===== src/rtl/if_pkg.sv =====
// Shared types and constants for the instruction-fetch stage.
// Holds the fetch FSM encoding, the NOP word and the PC increment helper.
package if_pkg;

    localparam int unsigned INSTR_W   = 32;
    localparam logic [INSTR_W-1:0] NOP_INSTR = 32'h0000_0000;

    typedef enum logic [1:0] {
        ST_FETCH = 2'd0,
        ST_SKID  = 2'd1,
        ST_DROP  = 2'd2
    } if_state_e;

    // Sequential PC increment; the 32-bit result wraps naturally past 32'hFFFF_FFFC.
    function automatic logic [31:0] pc_plus4(input logic [31:0] pc);
        return pc + 32'd4;
    endfunction

endpackage


===== src/rtl/if_id_reg.sv =====
// IF/ID pipeline register with clear (bubble) and hold controls.
// Priority: clear over hold over load.
module if_id_reg
    import if_pkg::*;
(
    input  logic               clk_i,
    input  logic               rst_i,
    input  logic               clear_i,
    input  logic               hold_i,
    input  logic               load_i,
    input  logic [31:0]        pc4_i,
    input  logic [INSTR_W-1:0] instr_i,
    output logic [31:0]        pc4_o,
    output logic [INSTR_W-1:0] instr_o,
    output logic               valid_o
);

    logic [31:0]        r_pc4;
    logic [INSTR_W-1:0] r_instr;
    logic               r_valid;

    // IF/ID contents: bubble on clear, new word on unheld load, otherwise keep.
    always_ff @(posedge clk_i or posedge rst_i) begin
        if (rst_i) begin
            r_pc4   <= 32'h0000_0000;
            r_instr <= NOP_INSTR;
            r_valid <= 1'b0;
        end else if (clear_i) begin
            r_pc4   <= 32'h0000_0000;
            r_instr <= NOP_INSTR;
            r_valid <= 1'b0;
        end else if (load_i && !hold_i) begin
            r_pc4   <= pc4_i;
            r_instr <= instr_i;
            r_valid <= 1'b1;
        end
    end

    assign pc4_o   = r_pc4;
    assign instr_o = r_instr;
    assign valid_o = r_valid;

endmodule


===== src/rtl/if_stage.sv =====
// Instruction-fetch stage: PC, fetch FSM (FETCH/SKID/DROP), skid buffer
// and pending-redirect target, feeding the IF/ID register.
module if_stage
    import if_pkg::*;
#(
    parameter logic [31:0] RESET_PC = 32'h0000_0000
) (
    input  logic               clk_i,
    input  logic               rst_i,
    input  logic               stall_i,
    input  logic               flush_i,
    input  logic               redirect_i,
    input  logic [31:0]        redirect_pc_i,
    output logic               imem_req_o,
    output logic [31:0]        imem_addr_o,
    input  logic               imem_ready_i,
    input  logic [INSTR_W-1:0] imem_data_i,
    output logic [31:0]        pc_o,
    output logic [31:0]        ifid_pc4_o,
    output logic [INSTR_W-1:0] ifid_instr_o,
    output logic               ifid_valid_o
);

    if_state_e          r_state;
    logic [31:0]        r_pc;
    logic [31:0]        r_pending;
    logic [31:0]        r_skid_pc4;
    logic [INSTR_W-1:0] r_skid_instr;
    logic               r_req;

    if_state_e          w_next_state;
    logic [31:0]        w_next_pc;
    logic [31:0]        w_next_pending;
    logic [31:0]        w_pc4;
    logic               w_skid_load;
    logic               w_ifid_load;
    logic [31:0]        w_ifid_pc4;
    logic [INSTR_W-1:0] w_ifid_instr;

    assign w_pc4 = pc_plus4(r_pc);

    // Next-state, next-PC and IF/ID load decisions.
    always_comb begin
        w_next_state   = r_state;
        w_next_pc      = r_pc;
        w_next_pending = r_pending;
        w_skid_load    = 1'b0;
        w_ifid_load    = 1'b0;
        w_ifid_pc4     = w_pc4;
        w_ifid_instr   = imem_data_i;
        case (r_state)
            ST_FETCH: begin
                if (imem_ready_i) begin
                    if (redirect_i) begin
                        w_next_pc = redirect_pc_i;
                    end else if (stall_i) begin
                        w_next_pc = w_pc4;
                        // A flush also throws away the word that would have been parked.
                        if (!flush_i) begin
                            w_skid_load  = 1'b1;
                            w_next_state = ST_SKID;
                        end else begin
                            w_next_state = ST_FETCH;
                        end
                    end else begin
                        w_next_pc   = w_pc4;
                        w_ifid_load = 1'b1;
                    end
                end else if (redirect_i) begin
                    w_next_pending = redirect_pc_i;
                    w_next_state   = ST_DROP;
                end else begin
                    w_next_state = ST_FETCH;
                end
            end
            ST_SKID: begin
                w_ifid_pc4   = r_skid_pc4;
                w_ifid_instr = r_skid_instr;
                if (redirect_i) begin
                    w_next_pc    = redirect_pc_i;
                    w_next_state = ST_FETCH;
                end else if (flush_i) begin
                    w_next_state = ST_FETCH;
                end else if (!stall_i) begin
                    w_ifid_load  = 1'b1;
                    w_next_state = ST_FETCH;
                end else begin
                    w_next_state = ST_SKID;
                end
            end
            ST_DROP: begin
                if (redirect_i) begin
                    w_next_pending = redirect_pc_i;
                end else begin
                    w_next_pending = r_pending;
                end
                if (imem_ready_i) begin
                    w_next_pc    = redirect_i ? redirect_pc_i : r_pending;
                    w_next_state = ST_FETCH;
                end else begin
                    w_next_state = ST_DROP;
                end
            end
            default: begin
                w_next_state = ST_FETCH;
            end
        endcase
    end

    // FSM state, PC, pending target and registered request strobe.
    always_ff @(posedge clk_i or posedge rst_i) begin
        if (rst_i) begin
            r_state   <= ST_FETCH;
            r_pc      <= RESET_PC;
            r_pending <= 32'h0000_0000;
            r_req     <= 1'b1;
        end else begin
            r_state   <= w_next_state;
            r_pc      <= w_next_pc;
            r_pending <= w_next_pending;
            r_req     <= (w_next_state != ST_SKID);
        end
    end

    // Skid buffer: parks a word returned while the pipeline is stalled.
    always_ff @(posedge clk_i or posedge rst_i) begin
        if (rst_i) begin
            r_skid_pc4   <= 32'h0000_0000;
            r_skid_instr <= NOP_INSTR;
        end else if (w_skid_load) begin
            r_skid_pc4   <= w_pc4;
            r_skid_instr <= imem_data_i;
        end
    end

    if_id_reg u_if_id_reg (
        .clk_i   (clk_i),
        .rst_i   (rst_i),
        .clear_i (flush_i),
        .hold_i  (stall_i),
        .load_i  (w_ifid_load),
        .pc4_i   (w_ifid_pc4),
        .instr_i (w_ifid_instr),
        .pc4_o   (ifid_pc4_o),
        .instr_o (ifid_instr_o),
        .valid_o (ifid_valid_o)
    );

    assign imem_req_o  = r_req;
    assign imem_addr_o = r_pc;
    assign pc_o        = r_pc;

endmodule


===== config.mk =====
export PLATFORM = sky130hd
export DESIGN_NAME = if_stage
export DESIGN_NICKNAME = d
export VERILOG_FILES = /design/src/rtl/if_pkg.sv /design/src/rtl/if_id_reg.sv /design/src/rtl/if_stage.sv
export SDC_FILE = /design/constraint.sdc
export NUM_CORES = 1
export LEC_CHECK = 0
export ABC_CLOCK_PERIOD_IN_PS = 14900
export CAP_MARGIN = 5
export CORE_MARGIN = 1
export CORE_UTILIZATION = 55
export DETAILED_ROUTE_END_ITERATION = 7
export PLACE_DENSITY = 0.95
export SYNTH_ARGS = -nofsm -noshare
export SYNTH_HDL_FRONTEND = slang
export SYNTH_SLANG_ARGS = --single-unit

===== constraint.sdc =====
create_clock -name clk_i -period 14.9 [get_ports clk_i]
set_input_delay 2.235 -clock clk_i [delete_from_list [all_inputs] [get_ports clk_i]]
set_output_delay 2.235 -clock clk_i [all_outputs]
set_load 0.03 [all_outputs]

* Word-level counts from Yosys, hierarchy flattened
Index checks and enable logic that the tools add are counted.
** Operators by class
- Shifts and indexed selects :: 0
- Muxes and demuxes :: 37
- Magnitude comparators :: 0
- Reductions and logical operators :: 8
- Div/mod/pow operators :: 0
- Equal/unequal tests :: 7
- Multipliers :: 0
- $add $sub $neg :: 1
- Bitwise gates (word level) :: 0
** Operators by type and width (count)
- two-way mux 32 bit :: 12
- one-hot mux 32 bit (3 select lines) :: 1
- one-hot mux 32 bit (2 select lines) :: 1
- adder 32 x 3 -> 32 bit (second input constant) :: 1
- two-way mux 1 bit :: 16
- two-way mux 2 bit :: 5
- != test 2 bit (second input constant) :: 4
- one-hot mux 2 bit (3 select lines) :: 1
- AND reduction 4 bit :: 1
- nonzero test 2 bit :: 2
- nonzero test 3 bit :: 1
- equality test 2 x 1 -> 1 bit (second input constant) :: 1
- equality test 2 bit (second input constant) :: 1
- logical NOT 2 bit :: 1
- != test 2 x 1 -> 1 bit (second input constant) :: 1
- one-hot mux 1 bit (2 select lines) :: 1
- AND reduction 2 bit :: 1
- logical AND 1 bit :: 1
- logical NOT 1 bit :: 1
** Word-level totals
- ROM bits :: 0
- Flip-flop bits (word level) :: 196
- Output and inout port bits :: 130
- Word-level logic and storage cells :: 62
- Latch bits :: 0
- Bits of input ports :: 70
- Memory bits (writable) :: 0
- Memories kept :: 0

* Longest topological paths before layout
- Word-level depth :: 7
- Depth in mapped cells :: 9

* Cells and area by module
Synthesis repeated with hierarchy kept, for this count alone.
** Unflattened totals
- Cells, all modules :: 1035
- Area total of the unflattened synthesis :: 11110.7 um^2
** By module, submodules not included
- if_stage :: area each 7706.1 um^2, cells an instance 740, instances 1, sequential area each 3279.4 um^2
- if_id_reg :: area each 3404.5 um^2, cells an instance 295, instances 1, sequential area each 1626.6 um^2

* Least setup slack after synthesis
OpenSTA, ideal clock, no wires.
- Path kind :: input-to-reg
- Start point :: in redirect_i
- End point :: reg r_pending[0]
- Data arrival time :: 3816 ps
- Stages :: 5
- Library setup time :: 125 ps
- Setup slack :: 10959 ps
- Cell sequence :: buf_2 clkinv_1 a211oi_1 clkbuf_1 mux2_2
** On the way
- Longest elaborated chain between the ends :: 3
** Ends and longest elaborated chain
- start, declared :: line if_stage.sv:12 : input logic redirect_i,
- two-way mux 32 bit *
- two-way mux 32 bit
- one-hot mux 32 bit (2 select lines) *
- end signal, assigned :: line if_stage.sv:120 : r_pending <= w_next_pending;
- end, declared :: line if_stage.sv:26 : logic [31:0] r_pending;
Every way passes the cells marked *; elsewhere a longest branch is shown, timed or not. The select of a mux whose other input is x is not followed.
A chain may end at the register's enable or synchronous reset.

* Worst setup path in the final report
- Start point :: in imem_ready_i
- End point :: reg u_if_id_reg.r_pc4[17] (netlist: u_if_id_reg.pc4_o[17])
** On the way
- Longest elaborated chain between the ends :: 4
** Ends and longest elaborated chain
- start, declared :: line if_stage.sv:16 : input logic imem_ready_i,
- two-way mux 1 bit :: line if_stage.sv:53 : if (imem_ready_i) begin
- one-hot mux 1 bit (2 select lines) :: line if_stage.sv:51 : case (r_state)
- logical AND 1 bit :: line if_id_reg.sv:32 : end else if (load_i && !hold_i) begin
- nonzero test 2 bit (no line)
- end signal, assigned :: line if_id_reg.sv:33 : r_pc4 <= pc4_i;
- end, declared :: line if_id_reg.sv:18 : logic [31:0] r_pc4;
Every way passes these cells.

==> results.md <==
- Crit end category: flop
- Setup ws final: roughly 10 ns
- Vias/cell: approximately 6.5
- Data arrival, critical path: a little under 5 ns
- Clk pin slew, worst setup/hold paths: ~0.070 ns
- Cells after Synth: ~970
- CP max stage cell: or3_1
- Layout filler cell count: ~1100
- Crit-path max cell delay: 0.77 ns
- CP Buf/Inv Count: 1
- Slew Limit Headroom: 18.6%
- Internal power: approximately 0.0014 W
- Antenna cells: 0
- Count of input and output buffers: roughly 200
- GRT met2 Usage: between 40% and 50%
- Yosys reg bits: approximately 200
- Starting DRT DRC Count: between 900 and 1000
- Post-synth EDFFs: 0
- Pre-CTS setup slack: 9.90 ns
- Most Crowded Layer GR: met2
- Post-route minimum period: ~4.6 ns
- Yosys Warn Count: 0
- Least-Margin Pin Slew: between 1 and 1.5 ns
- RSZ-0062 raised after global routing: no
- WL final: 27100 um
- Synth area leader: dfrtp_1
- Dpl hpwl: about 18000 um
- Drt pass-1 iters: 6
- GRT Overall Usage: a little under 30%
- Hold Crit Class: reg -> reg
- Maxcap violations: 0
- Mapped cell area: 0.00998 sq mm
- Remaining Overflow, GRT: 0
- Nets: between 1000 and 1500
- Clk pwr share: between 15 and 20%
- Total area of sequential cells: a little under 0.005 sq mm
- Ports: 200
- Mean post-synth cell area: 10.3 sq um
- Residual DRC: 0
- Post-CTS setup buffers: 0
- Starting Density: between 50% and 60%
- Full die area: approximately 0.019 sq mm
- Die Span Y: approximately 140 um
- Sequential element share of the synthesized area: approximately half
- PostCTS Resize Cnt: 0
- Row count: 48
- Final Slew Violations: 0
- Footprint of the multi-input gates: about 0.0045 sq mm
- Clk buf depth: 2
- WL/cell: roughly 21 um
- Count of final hold-check violations: 0
- Worst hold slack: approximately 0.48 ns
- Area contributors post-synth: dfrtp_1, mux2_2, a21oi_1, mux2i_1, nand2_1
- Met1 usage: around two fifths
- Net switching fraction of the power: a little over two fifths
- Area Growth Syn to Fin: 24.8%
- CP Max Fanout: 31
- Setup Skew: roughly 0.0099 ns
- ANT nets after route: 0
- Net Switching: between 0.001 and 0.0015 W
- Max IR drop VDD: 0.126 mV
- Vias in the first global route: slightly above 8000
- Top FF cell, synth: dfrtp_1
- First-pass GRT wire length: approximately 42000 um
- Initial antenna violation count: 0
- GPL Wtd Cong: between 0.8 and 0.9
- Crit-path cells: clkdlybuf4s50_1, a21oi_1, or3_1, or3_1, o211ai_1
- CTS root buf: clkbuf_16
- CTS tree: done
- Met3 GRT Util: 5.63%
- Layout cell share with drive strength beyond 1: ~14%
- Setup CP Type: in -> reg
- # setup viols final: 0
- PD cells: a little under 200 mW/mm^2
- Synth cell types: 63
- CTS Buf Count: 17
- Core Box Area: around 0.018 sq mm
- Clock Latency Late Sink: about 0.45 ns
- Syn_nets: between 1000 and 1500
- Crit path top cell by count: or3_1
- Clk sinks: 196
- H-tree depth: 4
- Critical path's top delay family: simple AND/OR/NAND/NOR gates
- Via Count: roughly 8500
- Post-CTS Hold Buffers: 0
- Required time of the critical path: approximately 15 ns
- Status: finished clean
- F_max: 217 MHz
- Power Total: 0.00241 W
- Top-area cell type share of the netlist area: 48.9%
- P_leak: 5.01 nW
- Gate power share: a little over two fifths
- Setup TNS: 0 ns
- Setup crit start kind: primary input
- Reg power frac: a little under two fifths
- Die width: between 100 and 150 um
- Ys async rst share: 100%
- Largest net degree at the start of global routing: 118
- Period utilisation layout: a little under a third
==> cell usage after synthesis, types with 3 or more instances <==
cell       instances
a21o_1             8
o22ai_1           14
nand3_1           16
inv_1             14
a21oi_1           72
xnor2_1           12
nand2b_1           9
nor3_1            12
and3_1            20
dfrtp_1          195
mux2_2            90
o21ai_0           41
o31ai_1            7
a22o_1             3
and4_1             3
ha_1               5
a211oi_1          41
mux2i_1           36
a2bb2oi_1          8
a31oi_1            9
or3_1              3
buf_1              9
a221o_1            4
clkbuf_1          63
nor4_1             3
nand2_1           84
a221oi_1          10
o31a_1             6
o211ai_1           9
nor2_1            53
nand4_1            9
a22oi_1            4
buf_2              3
a41oi_1            5
buf_4             35
xor2_1            13
o22a_1             6
==> per-layer routing <==
metal | vias up | part of all wire, %
met5 | - | 0
met4 | 0 | 4.0
met3 | 102 | 9.0
met2 | 543 | 47
met1 | 4160 | 40
li1 | 3735 | -
==> cell usage in the layout, fill, tap and decap left out, drive strengths merged, types with 10 or more instances in the layout <==
| cell type | count |
|---|---|
| nand3 | 17 |
| xor2 | 13 |
| a221oi | 10 |
| dfrtp | 195 |
| a21oi | 72 |
| o21ai | 43 |
| clkbuf | 17 |
| mux2 | 90 |
| and3 | 20 |
| a211oi | 41 |
| xnor2 | 12 |
| mux2i | 36 |
| inv | 21 |
| nand2 | 84 |
| clkdlybuf4s50 | 197 |
| buf | 14 |
| o22ai | 14 |
| nor2 | 53 |
| nor3 | 12 |
==> cell type report <==
type	count	share of cell area [%]
Clock buffer	17	3.41
Clock inverter	15	1.49
Inverter	15	0.512
Multi-Input combinational cell	645	36.3
Sequential cell	196	39.4
Tap cell	225	2.26
Timing Repair Buffer	211	16.6
==> power by group through the flow <==
stage	clock (W)	combinational, W	sequential [W]
2_1_floorplan	0	0.000619	0.000959
3_3_place_gp	0	0.000972	0.000889
3_5_place_dp	0	0.00100	0.000906
6_report	0.000472	0.00103	0.000911
4_1_cts	0.000473	0.00102	0.000901
5_1_grt	0.000496	0.00109	0.000928
==> worst paths after layout <==
kind,start,end,slack (ns),cells past startpoint
worst min-delay path,r_skid_pc4[18],r_skid_pc4[18],0.48,2
min in group asynchronous,rst_i,imem_addr_o[5],2.36,2
worst max-delay path,imem_ready_i,u_if_id_reg.pc4_o[17],10.30,5
worst max register to register,r_state[1],u_if_id_reg.pc4_o[17],11.77,6
worst min register to register,r_skid_pc4[18],r_skid_pc4[18],0.48,2
max in group asynchronous,rst_i,u_if_id_reg.pc4_o[19],11.04,3
==> worst reg2reg max path, stage by stage, from the launching register on <==
cell	delay, ns
dfrtp_1	0.42
inv_1	0.16
ha_4	0.52
a21oi_1	0.17
or3_1	0.77
or3_1	0.73
o211ai_1	0.27
==> flip-flops by register name (all words and copies together), names as in the netlist <==
register and count:
u_if_id_reg.pc4_o 32, imem_addr_o 32, imem_req_o 1, r_skid_instr 32, r_skid_pc4 32, u_if_id_reg.instr_o 32, u_if_id_reg.valid_o 1, r_pending 32
r_state 2
==> metrics by stage <==
step,instances,cell area [sq um],utilization [%]
floorplan,966,9980,-
global placement,1292,11900,67.6
detailed placement,1292,11900,67.6
CTS,1324,12500,71.1
global route,1324,12500,71.1
finish,1324,12500,71.1
==> kinds of logic (layout without fill, tap and decap cells) <==
| family | after synthesis | after routing | synth area share (%) |
|---|---|---|---|
| flops | 196 | 196 | 49.2 |
| xor+xnor | 25 | 25 | 2.19 |
| compound gates | 264 | 264 | 17.5 |
| buf+inv | 125 | 258 | 6.05 |
| mux | 126 | 126 | 13.8 |
| fa+ha+maj | 5 | 5 | 0.627 |
| simple gates | 225 | 225 | 10.7 |
Note: power is estimated with default switching activity, not from simulation.
